### src/rtl/apb_uart_completer.sv
`default_nettype none
// ============================================================================
// Module   : apb_uart_completer
// Brief    : APB completer for the UART register window. Holds CTRL and the
//            one-byte TX/RX holding registers; stretches PREADY while busy.
// Revision : 1.0  initial release
// ============================================================================
module apb_uart_completer #(
  parameter int ADDR_W  = 4,
  parameter int DATA_W  = 32,
  parameter int TIMEOUT = 16
) (
  input  logic              PCLK,
  input  logic              PRESETn,
  input  logic              PSEL,
  input  logic              PENABLE,
  input  logic              PWRITE,
  input  logic [ADDR_W-1:0] PADDR,
  input  logic [DATA_W-1:0] PWDATA,
  output logic              PREADY,
  output logic [DATA_W-1:0] PRDATA,
  output logic              PSLVERR,
  output logic [1:0]        ctrl_o,
  output logic              uart_run_flag_o,
  output logic [7:0]        tx_data_o,
  output logic              tx_valid_o,
  input  logic              tx_ready_i,
  input  logic [7:0]        rx_data_i,
  input  logic              rx_valid_i
);

  localparam int               CNT_W   = $clog2(TIMEOUT + 1);
  localparam logic [CNT_W-1:0] CNT_MAX = CNT_W'(TIMEOUT);
  localparam logic [3:0]       A_CTRL  = 4'h0;
  localparam logic [3:0]       A_TX    = 4'h4;
  localparam logic [3:0]       A_RX    = 4'h8;
  localparam logic [3:0]       A_STAT  = 4'hC;

  typedef enum logic [1:0] {
    S_IDLE = 2'd0,
    S_WAIT = 2'd1,
    S_RESP = 2'd2
  } state_t;

  state_t            state_q, state_d;
  logic [CNT_W-1:0]  cnt_q, cnt_d;
  logic              pready_q, pready_d;
  logic [DATA_W-1:0] prdata_q, prdata_d;
  logic              pslverr_q, pslverr_d;
  logic [1:0]        ctrl_q, ctrl_d;
  logic [7:0]        tx_data_q, tx_data_d;
  logic              tx_valid_q, tx_valid_d;
  logic [7:0]        rx_hold_q, rx_hold_d;
  logic              rx_full_q, rx_full_d;
  logic              overrun_q, overrun_d;

  logic              addr_hi_bad;
  logic              is_ctrl, is_tx, is_rx, is_stat;
  logic              illegal, avail, commit, rx_pop, stat_rd;
  logic [DATA_W-1:0] rd_data;
  logic              unused_pwdata;

  generate
    if (ADDR_W > 4) begin : g_addr_hi
      assign addr_hi_bad = |PADDR[ADDR_W-1:4];
    end else begin : g_addr_no_hi
      assign addr_hi_bad = 1'b0;
    end
    if (DATA_W > 8) begin : g_wdata_hi
      assign unused_pwdata = ^PWDATA[DATA_W-1:8];
    end else begin : g_wdata_no_hi
      assign unused_pwdata = 1'b0;
    end
  endgenerate

  assign is_ctrl = (PADDR[3:0] == A_CTRL);
  assign is_tx   = (PADDR[3:0] == A_TX);
  assign is_rx   = (PADDR[3:0] == A_RX);
  assign is_stat = (PADDR[3:0] == A_STAT);

  assign illegal = addr_hi_bad
                 | (PADDR[1:0] != 2'b00)
                 | ( PWRITE & (is_rx | is_stat))
                 | (~PWRITE & is_tx)
                 | ( PWRITE & is_tx & ~ctrl_q[0])
                 | (~PWRITE & is_rx & ~ctrl_q[1]);

  assign avail = is_tx ? ~tx_valid_q : (is_rx ? rx_full_q : 1'b1);

  always_comb begin
    rd_data = '0;
    if (is_ctrl) begin
      rd_data[1:0] = ctrl_q;
    end else if (is_rx) begin
      rd_data[7:0] = rx_hold_q;
    end else if (is_stat) begin
      rd_data[4:0] = {ctrl_q, overrun_q, rx_full_q, tx_valid_q};
    end
  end

  // Transfer sequencing; response outputs are prepared one edge ahead.
  always_comb begin
    state_d   = state_q;
    cnt_d     = cnt_q;
    pready_d  = 1'b0;
    pslverr_d = 1'b0;
    prdata_d  = '0;
    commit    = 1'b0;
    case (state_q)
      S_IDLE: begin
        if (PSEL && PENABLE) begin
          if (illegal) begin
            state_d   = S_RESP;
            pready_d  = 1'b1;
            pslverr_d = 1'b1;
          end else if (avail) begin
            state_d  = S_RESP;
            pready_d = 1'b1;
            commit   = 1'b1;
          end else begin
            state_d = S_WAIT;
            cnt_d   = CNT_W'(1);
          end
        end
      end
      S_WAIT: begin
        if (!PSEL) begin
          state_d = S_IDLE;
          cnt_d   = '0;
        end else if (!illegal && avail) begin
          state_d  = S_RESP;
          pready_d = 1'b1;
          commit   = 1'b1;
          cnt_d    = '0;
        end else if (illegal || (cnt_q == CNT_MAX)) begin
          state_d   = S_RESP;
          pready_d  = 1'b1;
          pslverr_d = 1'b1;
          cnt_d     = '0;
        end else begin
          cnt_d = cnt_q + CNT_W'(1);
        end
      end
      S_RESP:  state_d = S_IDLE;
      default: state_d = S_IDLE;
    endcase
    if (commit && !PWRITE) begin
      prdata_d = rd_data;
    end
  end

  assign rx_pop  = commit & ~PWRITE & is_rx;
  assign stat_rd = commit & ~PWRITE & is_stat;

  always_comb begin
    ctrl_d     = ctrl_q;
    tx_data_d  = tx_data_q;
    tx_valid_d = tx_valid_q;
    rx_hold_d  = rx_hold_q;
    rx_full_d  = rx_full_q;
    overrun_d  = overrun_q;
    if (commit && PWRITE && is_ctrl) begin
      ctrl_d = PWDATA[1:0];
    end
    if (tx_valid_q && tx_ready_i) begin
      tx_valid_d = 1'b0;
    end
    if (commit && PWRITE && is_tx) begin
      tx_data_d  = PWDATA[7:0];
      tx_valid_d = 1'b1;
    end
    if (rx_pop) begin
      rx_full_d = 1'b0;
    end
    if (stat_rd) begin
      overrun_d = 1'b0;
    end
    // A byte arriving during a pop refills the slot instead of overrunning.
    if (rx_valid_i) begin
      if (!rx_full_q || rx_pop) begin
        rx_hold_d = rx_data_i;
        rx_full_d = 1'b1;
      end else begin
        overrun_d = 1'b1;
      end
    end
  end

  always_ff @(posedge PCLK) begin
    if (!PRESETn) begin
      state_q    <= S_IDLE;
      cnt_q      <= '0;
      pready_q   <= 1'b0;
      prdata_q   <= '0;
      pslverr_q  <= 1'b0;
      ctrl_q     <= 2'b00;
      tx_data_q  <= 8'h00;
      tx_valid_q <= 1'b0;
      rx_hold_q  <= 8'h00;
      rx_full_q  <= 1'b0;
      overrun_q  <= 1'b0;
    end else begin
      state_q    <= state_d;
      cnt_q      <= cnt_d;
      pready_q   <= pready_d;
      prdata_q   <= prdata_d;
      pslverr_q  <= pslverr_d;
      ctrl_q     <= ctrl_d;
      tx_data_q  <= tx_data_d;
      tx_valid_q <= tx_valid_d;
      rx_hold_q  <= rx_hold_d;
      rx_full_q  <= rx_full_d;
      overrun_q  <= overrun_d;
    end
  end

  assign PREADY          = pready_q;
  assign PRDATA          = prdata_q;
  assign PSLVERR         = pslverr_q;
  assign ctrl_o          = ctrl_q;
  assign uart_run_flag_o = |ctrl_q;
  assign tx_data_o       = tx_data_q;
  assign tx_valid_o      = tx_valid_q;

endmodule
`default_nettype wire

### config.mk
export PLATFORM = sky130hd
export DESIGN_NAME = apb_uart_completer
export DESIGN_NICKNAME = d
export VERILOG_FILES = /design/src/rtl/apb_uart_completer.sv
export SDC_FILE = /design/constraint.sdc
export NUM_CORES = 1
export LEC_CHECK = 0
export BUFFER_PORTS_ARGS = -buffer_cell sky130_fd_sc_hd__buf_2
export CORE_ASPECT_RATIO = 1.75
export CORE_MARGIN = 10
export CORE_UTILIZATION = 40
export CTS_CLUSTER_DIAMETER = 200
export CTS_CLUSTER_SIZE = 28
export DETAILED_ROUTE_END_ITERATION = 10
export PLACE_DENSITY = 0.71
export SLEW_MARGIN = 15
export SYNTH_ARGS = -nofsm -noshare
export SYNTH_HDL_FRONTEND = slang
export SYNTH_SLANG_ARGS = --single-unit
### constraint.sdc
create_clock -name PCLK -period 2.1 [get_ports PCLK]
set_input_delay 0.105 -clock PCLK [delete_from_list [all_inputs] [get_ports PCLK]]
set_output_delay 0.105 -clock PCLK [all_outputs]
set_load 0.05 [all_outputs]
# Word-level counts from Yosys, hierarchy flattened

Index checks and enable logic that the tools add are counted.
Widths: inputs -> output; s select.

Register bits: 62
Input bits: 51
Output and inout port bits: 46
Word-level logic and storage cells: 113

$add $sub $neg: 1
Eq/ne operators: 9
Multiplexer cells: 44
Bitwise logic cells: 21
Reductions and logical operators: 24

Operators by type and width:

| operator            | count |
|---|---|
| $mux 5              | 8 |
| $mux 1              | 24 |
| $mux 2              | 7 |
| $pmux 5 s2          | 1 |
| $and 1x1->1         | 9 |
| $eq 4x4->1 const B  | 2 |
| $logic_and 1x1->1   | 7 |
| $not 1->1           | 7 |
| $ne 2x2->1 const B  | 3 |
| $pmux 1 s2          | 3 |
| $reduce_and 2->1    | 3 |
| $reduce_bool 2->1   | 3 |
| $add 5x1->5 const B | 1 |
| $eq 5x5->1 const B  | 1 |
| $or 1x1->1          | 5 |
| $eq 4x3->1 const B  | 1 |
| $logic_not 4->1     | 1 |
| $ne 4x4->1 const B  | 1 |
| $pmux 2 s2          | 1 |
| $reduce_and 4->1    | 1 |
| $reduce_or 4->1     | 1 |
| $logic_not 1->1     | 3 |
| $reduce_or 3->1     | 1 |
| $eq 2x1->1 const B  | 1 |
| 3 further kinds     | 4 |

# Longest topological paths before layout

Depth in word-level cells: 17
Mapped depth: 7
Depth with buffers taken out: 7

# Least setup slack after synthesis

No wires, ideal clock.

Path kind: reg2reg
Start: reg ctrl_q[1] (netlist: ctrl_o[1])
End: reg prdata_q[5] (netlist: PRDATA[5])
Setup time: 0.074 ns
Data arrival time: 1.920 ns
Required time: 2.026 ns
Slack: 0.107 ns
Cell stages (with the launch flop): 7
Buffers on the path: 1
Clock period less this slack: 1.993 ns
Path through: dfxtp_1 -> o21bai_1 -> a221oi_4 -> nand2_1 -> or2_1 -> buf_6 -> nor3b_2

Longest elaborated chain between the ends: 11
Elaborated cells on any way between the ends: 13
Those cells by class: mux: 5; bitwise: 4; reduce/logical: 4

Ends and longest elaborated chain:

| what                          | RTL line | RTL |
|---|---|---|
| from (decl)                   | 50       | `logic [1:0] ctrl_q, ctrl_d;` |
| from (signal assigned)        | 208      | `ctrl_q <= ctrl_d;` |
| $not 1->1 (*)                 | 86       | `\| (~PWRITE & is_rx & ~ctrl_q[1]);` |
| $and 1x1->1 (*)               | 86       |  |
| $or 1x1->1 (*)                | 86       |  |
| $logic_not 1->1               | 130      | `end else if (!illegal && avail) begin` |
| $logic_and 1x1->1             | 130      |  |
| $mux 1                        | 130      |  |
| $mux 1                        | 127      | `if (!PSEL) begin` |
| $pmux 1 s2 (*)                | 109      | `case (state_q)` |
| $logic_and 1x1->1 (*)         | 147      | `if (commit && !PWRITE) begin` |
| $not 1->1 (no line) (*)       | -        |  |
| $reduce_or 4->1 (no line) (*) | -        |  |
| to (signal assigned)          | 206      | `prdata_q <= prdata_d;` |
| to (decl)                     | 48       | `logic [DATA_W-1:0] prdata_q, prdata_d;` |

Every way passes the cells marked *; elsewhere a longest branch is shown, timed or not.
A chain may end at the register's enable or synchronous reset.

# Final worst setup path

Start: reg cnt_q[0]
End: reg cnt_q[4]

Longest elaborated chain between the ends: 6
Elaborated cells on any way between the ends: 7
Those cells by class: add/sub: 1; eq/ne: 1; mux: 4; reduce/logical: 1

Ends and longest elaborated chain:

| what                                                | RTL line | RTL |
|---|---|---|
| from (decl)                                         | 46       | `logic [CNT_W-1:0] cnt_q, cnt_d;` |
| from (signal assigned)                              | 204      | `cnt_q <= cnt_d;` |
| branches (longest 2 deep; another with $add 5x1->5) | -        |  |
| $mux 5 (*)                                          | 135      | `end else if (illegal \|\| (cnt_q == CNT_MAX)) begin` |
| $mux 5 (*)                                          | 130      |  |
| $mux 5 (*)                                          | 127      |  |
| $pmux 5 s2 (*)                                      | 109      |  |

Mark *: on every way between the ends.

==> impl_metrics.env <==
export IMPL_status="complete, no violations"
export IMPL_clock_sinks=38
export IMPL_initial_utilization_pct=41.3
export IMPL_fin_cells=312
export IMPL_rr_worst_depth=7
export IMPL_grt_use_met1_pct=10.4
export IMPL_cp_data_arrival_time_ps=2060
export IMPL_worst_r2r_setup_slack_ps=210
export IMPL_syn_to_final_growth_pct=14.2
export IMPL_htree_levels=2
export IMPL_ir_drop_uv=402
export IMPL_hp_class="input pin to flop"
export IMPL_endpoint_kind="flop"
export IMPL_multiInputGateArea_mm2=0.00104
export IMPL_antenna_found_initial=0
export IMPL_grt_met2_usage_pct=20.0
export IMPL_die_x_um=72.7
export IMPL_yosysSeqAreaShare_pct=39.1
export IMPL_grt_busiest_layer="met2"
export IMPL_leakage_nw=1.00
export IMPL_min_delay_start="rx_data_i[1]"
export IMPL_fin_util_pct=47.2
export IMPL_dp_cells=305
export IMPL_wl_per_cell_um=14.8
export IMPL_fmax_mhz=530
export IMPL_cp_start_kind="flop"
export IMPL_min_to="rx_hold_q[1]"
export IMPL_fin_nets=313
export IMPL_yosysTopAreaCellShare_pct=39.1
export IMPL_path_clk_slew_ps=80
export IMPL_rsz0062_at_grt="no"
export IMPL_finClkSkew_ps=7.53
export IMPL_met3_usage_pct=3.97
export IMPL_yosysTopAreaCell="dfxtp_1"
export IMPL_vias=1543
export IMPL_synth_distinct_cells=45
export IMPL_async_reset_ff_share_pct=0
export IMPL_hold_depth=3
export IMPL_ctsLongestPathBuffers=2
export IMPL_layout_filler_cells=502
export IMPL_core_mm2=0.00471
export IMPL_avgSynthCellArea_um2=9.26
export IMPL_yosys_cell_count_top_type="dfxtp_1"
export IMPL_required_ps=2270
export IMPL_cts_resized_gates=0
export IMPL_yosysWarningCount=0
export IMPL_grt_pass1_wl_um=7220
export IMPL_cts_setup_buffers=0
export IMPL_ys_ff_latch=38
export IMPL_drv_cap=0
export IMPL_synth_edf_count=0
export IMPL_wl_um=4610
export IMPL_io_pins=97
export IMPL_synth_area_mm2=0.00194
export IMPL_tritoncts="done"
export IMPL_synthCells=210
export IMPL_period_share_pct=89.8
export IMPL_seq_area_um2=761
export IMPL_drcViolationCount=0
export IMPL_globalplace_congestion=0.839
export IMPL_timing_rr_start="cnt_q[0]"
export IMPL_synth_flop_cell="dfxtp_1"
export IMPL_path_max_fanout=6
export IMPL_fin_setup_tns_ps=0
export IMPL_antenna_cells=0
export IMPL_firstDrtPassIters=4
export IMPL_final_layout_size_suffix_gt1_share_pct=27.7
export IMPL_grt_max_degree=31
export IMPL_die_h_um=112
export IMPL_yosys_top_cells_area="dfxtp_1 (39%), mux2i_1 (11%), buf_4 (9.7%)"
export IMPL_grtUsageTotal_pct=10.9
export IMPL_grt_overflow_total=0
export IMPL_insertion_delay_ps=290
export IMPL_crit_type="flop to flop"
export IMPL_portBuffers=48
export IMPL_antenna_left=0
export IMPL_viasPerCell=4.95
export IMPL_grt_pass1_vias=1571
export IMPL_netlist_top_cells_count="dfxtp_1 (38), nand2_1 (26), buf_4 (25), mux2i_1 (21)"
export IMPL_numCtsBuffers=5
export IMPL_report_final_slew_viol_count=0
export IMPL_root_buffer="clkbuf_8"
export IMPL_setup_violations_final=0
export IMPL_hpwl_um=3680
export IMPL_rows=33
export IMPL_die_area_mm2=0.00816
export IMPL_r2r_end="cnt_q[4]"
export IMPL_fin_crit_ps=1890
export IMPL_hold_viol_final=0
export IMPL_ctsHoldBuffers=0
export IMPL_power_density_mw_per_mm2=648
export IMPL_drt_iter0_drc=52
==> critical path, cell delays in order, from the launching register on <==
cell,delay (ps)
dfxtp_1,350
inv_1,70
ha_1,130
nor4bb_1,380
and3b_1,260
nand4_1,230
nor3_1,90
a211o_1,280
==> final cells by class <==
| class | count | share of cell area, % |
|---|---|---|
| multi-input cells | 160 | 46.7 |
| flip-flops and latches | 38 | 34.3 |
| repair buffers | 51 | 11.8 |
| clock buffers | 5 | 3.10 |
| well taps | 52 | 2.93 |
| inverters | 4 | 0.676 |
| clock inverters | 2 | 0.451 |
==> cells in the final DEF, fill, tap and decap left out, types with 3 or more instances in the layout <==
| cell | count |
|---|---|
| nand2_1 | 26 |
| dfxtp_1 | 38 |
| nand3_1 | 4 |
| inv_1 | 4 |
| a21oi_1 | 5 |
| mux2i_1 | 21 |
| a211o_1 | 3 |
| buf_2 | 48 |
| clkbuf_8 | 5 |
| nor3b_2 | 4 |
| conb_1 | 24 |
| nor2b_1 | 16 |
| nor3_1 | 6 |
| buf_4 | 3 |
| nor2_1 | 16 |
==> where the power goes <==
group	switching (mW)	internal, mW
Combinational	0.170	0.0569
Clock	0.244	0.223
Sequential	0.00970	0.735
==> flip-flops by register name, indices dropped and copies added (netlist names) <==
| register | flops |
|---|---|
| overrun_q | 1 |
| tx_valid_o | 1 |
| rx_hold_q | 8 |
| PRDATA | 8 |
| state_q | 2 |
| ctrl_o | 2 |
| PSLVERR | 1 |
| PREADY | 1 |
| cnt_q | 5 |
| tx_data_o | 8 |
| rx_full_q | 1 |
==> metrics by stage <==
step	hold WS, ps	cell area, µm²	power, mW	setup WS, ps
2_1_floorplan	244	2030	0.970	107
3_3_place_gp	358	2140	0.982	279
3_5_place_dp	364	2140	0.986	239
4_1_cts	50.3	2220	1.46	216
5_1_grt	64.0	2220	1.50	118
6_report	58.4	2220	1.44	213
==> metal layers <==
layer  up-vias  wire, µm
li1        767         -
met1       716      1630
met2        54      2520
met3         6       393
met4         0        68
met5         -         0
==> worst max-delay path by stage <==
| stage | end | startpoint | slack, ps | cells after the start |
|---|---|---|---|---|
| after floorplan | PRDATA[5] | ctrl_o[1] | 110 | 6 |
| after global placement | cnt_q[3] | cnt_q[0] | 280 | 7 |
| after detailed placement | cnt_q[3] | cnt_q[0] | 240 | 7 |
| after CTS | cnt_q[4] | cnt_q[0] | 220 | 7 |
| after global routing | cnt_q[2] | ctrl_o[0] | 120 | 5 |
| final | cnt_q[4] | cnt_q[0] | 210 | 7 |
==> kinds of logic (layout without fill, tap and decap cells) <==
group	count (synthesis)	in the layout	share of synthesized area [%]
AOI/OAI and AO/OA	24	24	10.6
adders and majority gates	2	2	1.29
muxes	23	23	12.0
buffers and inverters	35	62	12.0
other	1	24	0.193
DFF	38	38	39.1
and+or+nand+nor	87	87	24.8
No activity file was read; power rests on OpenSTA's default activity.
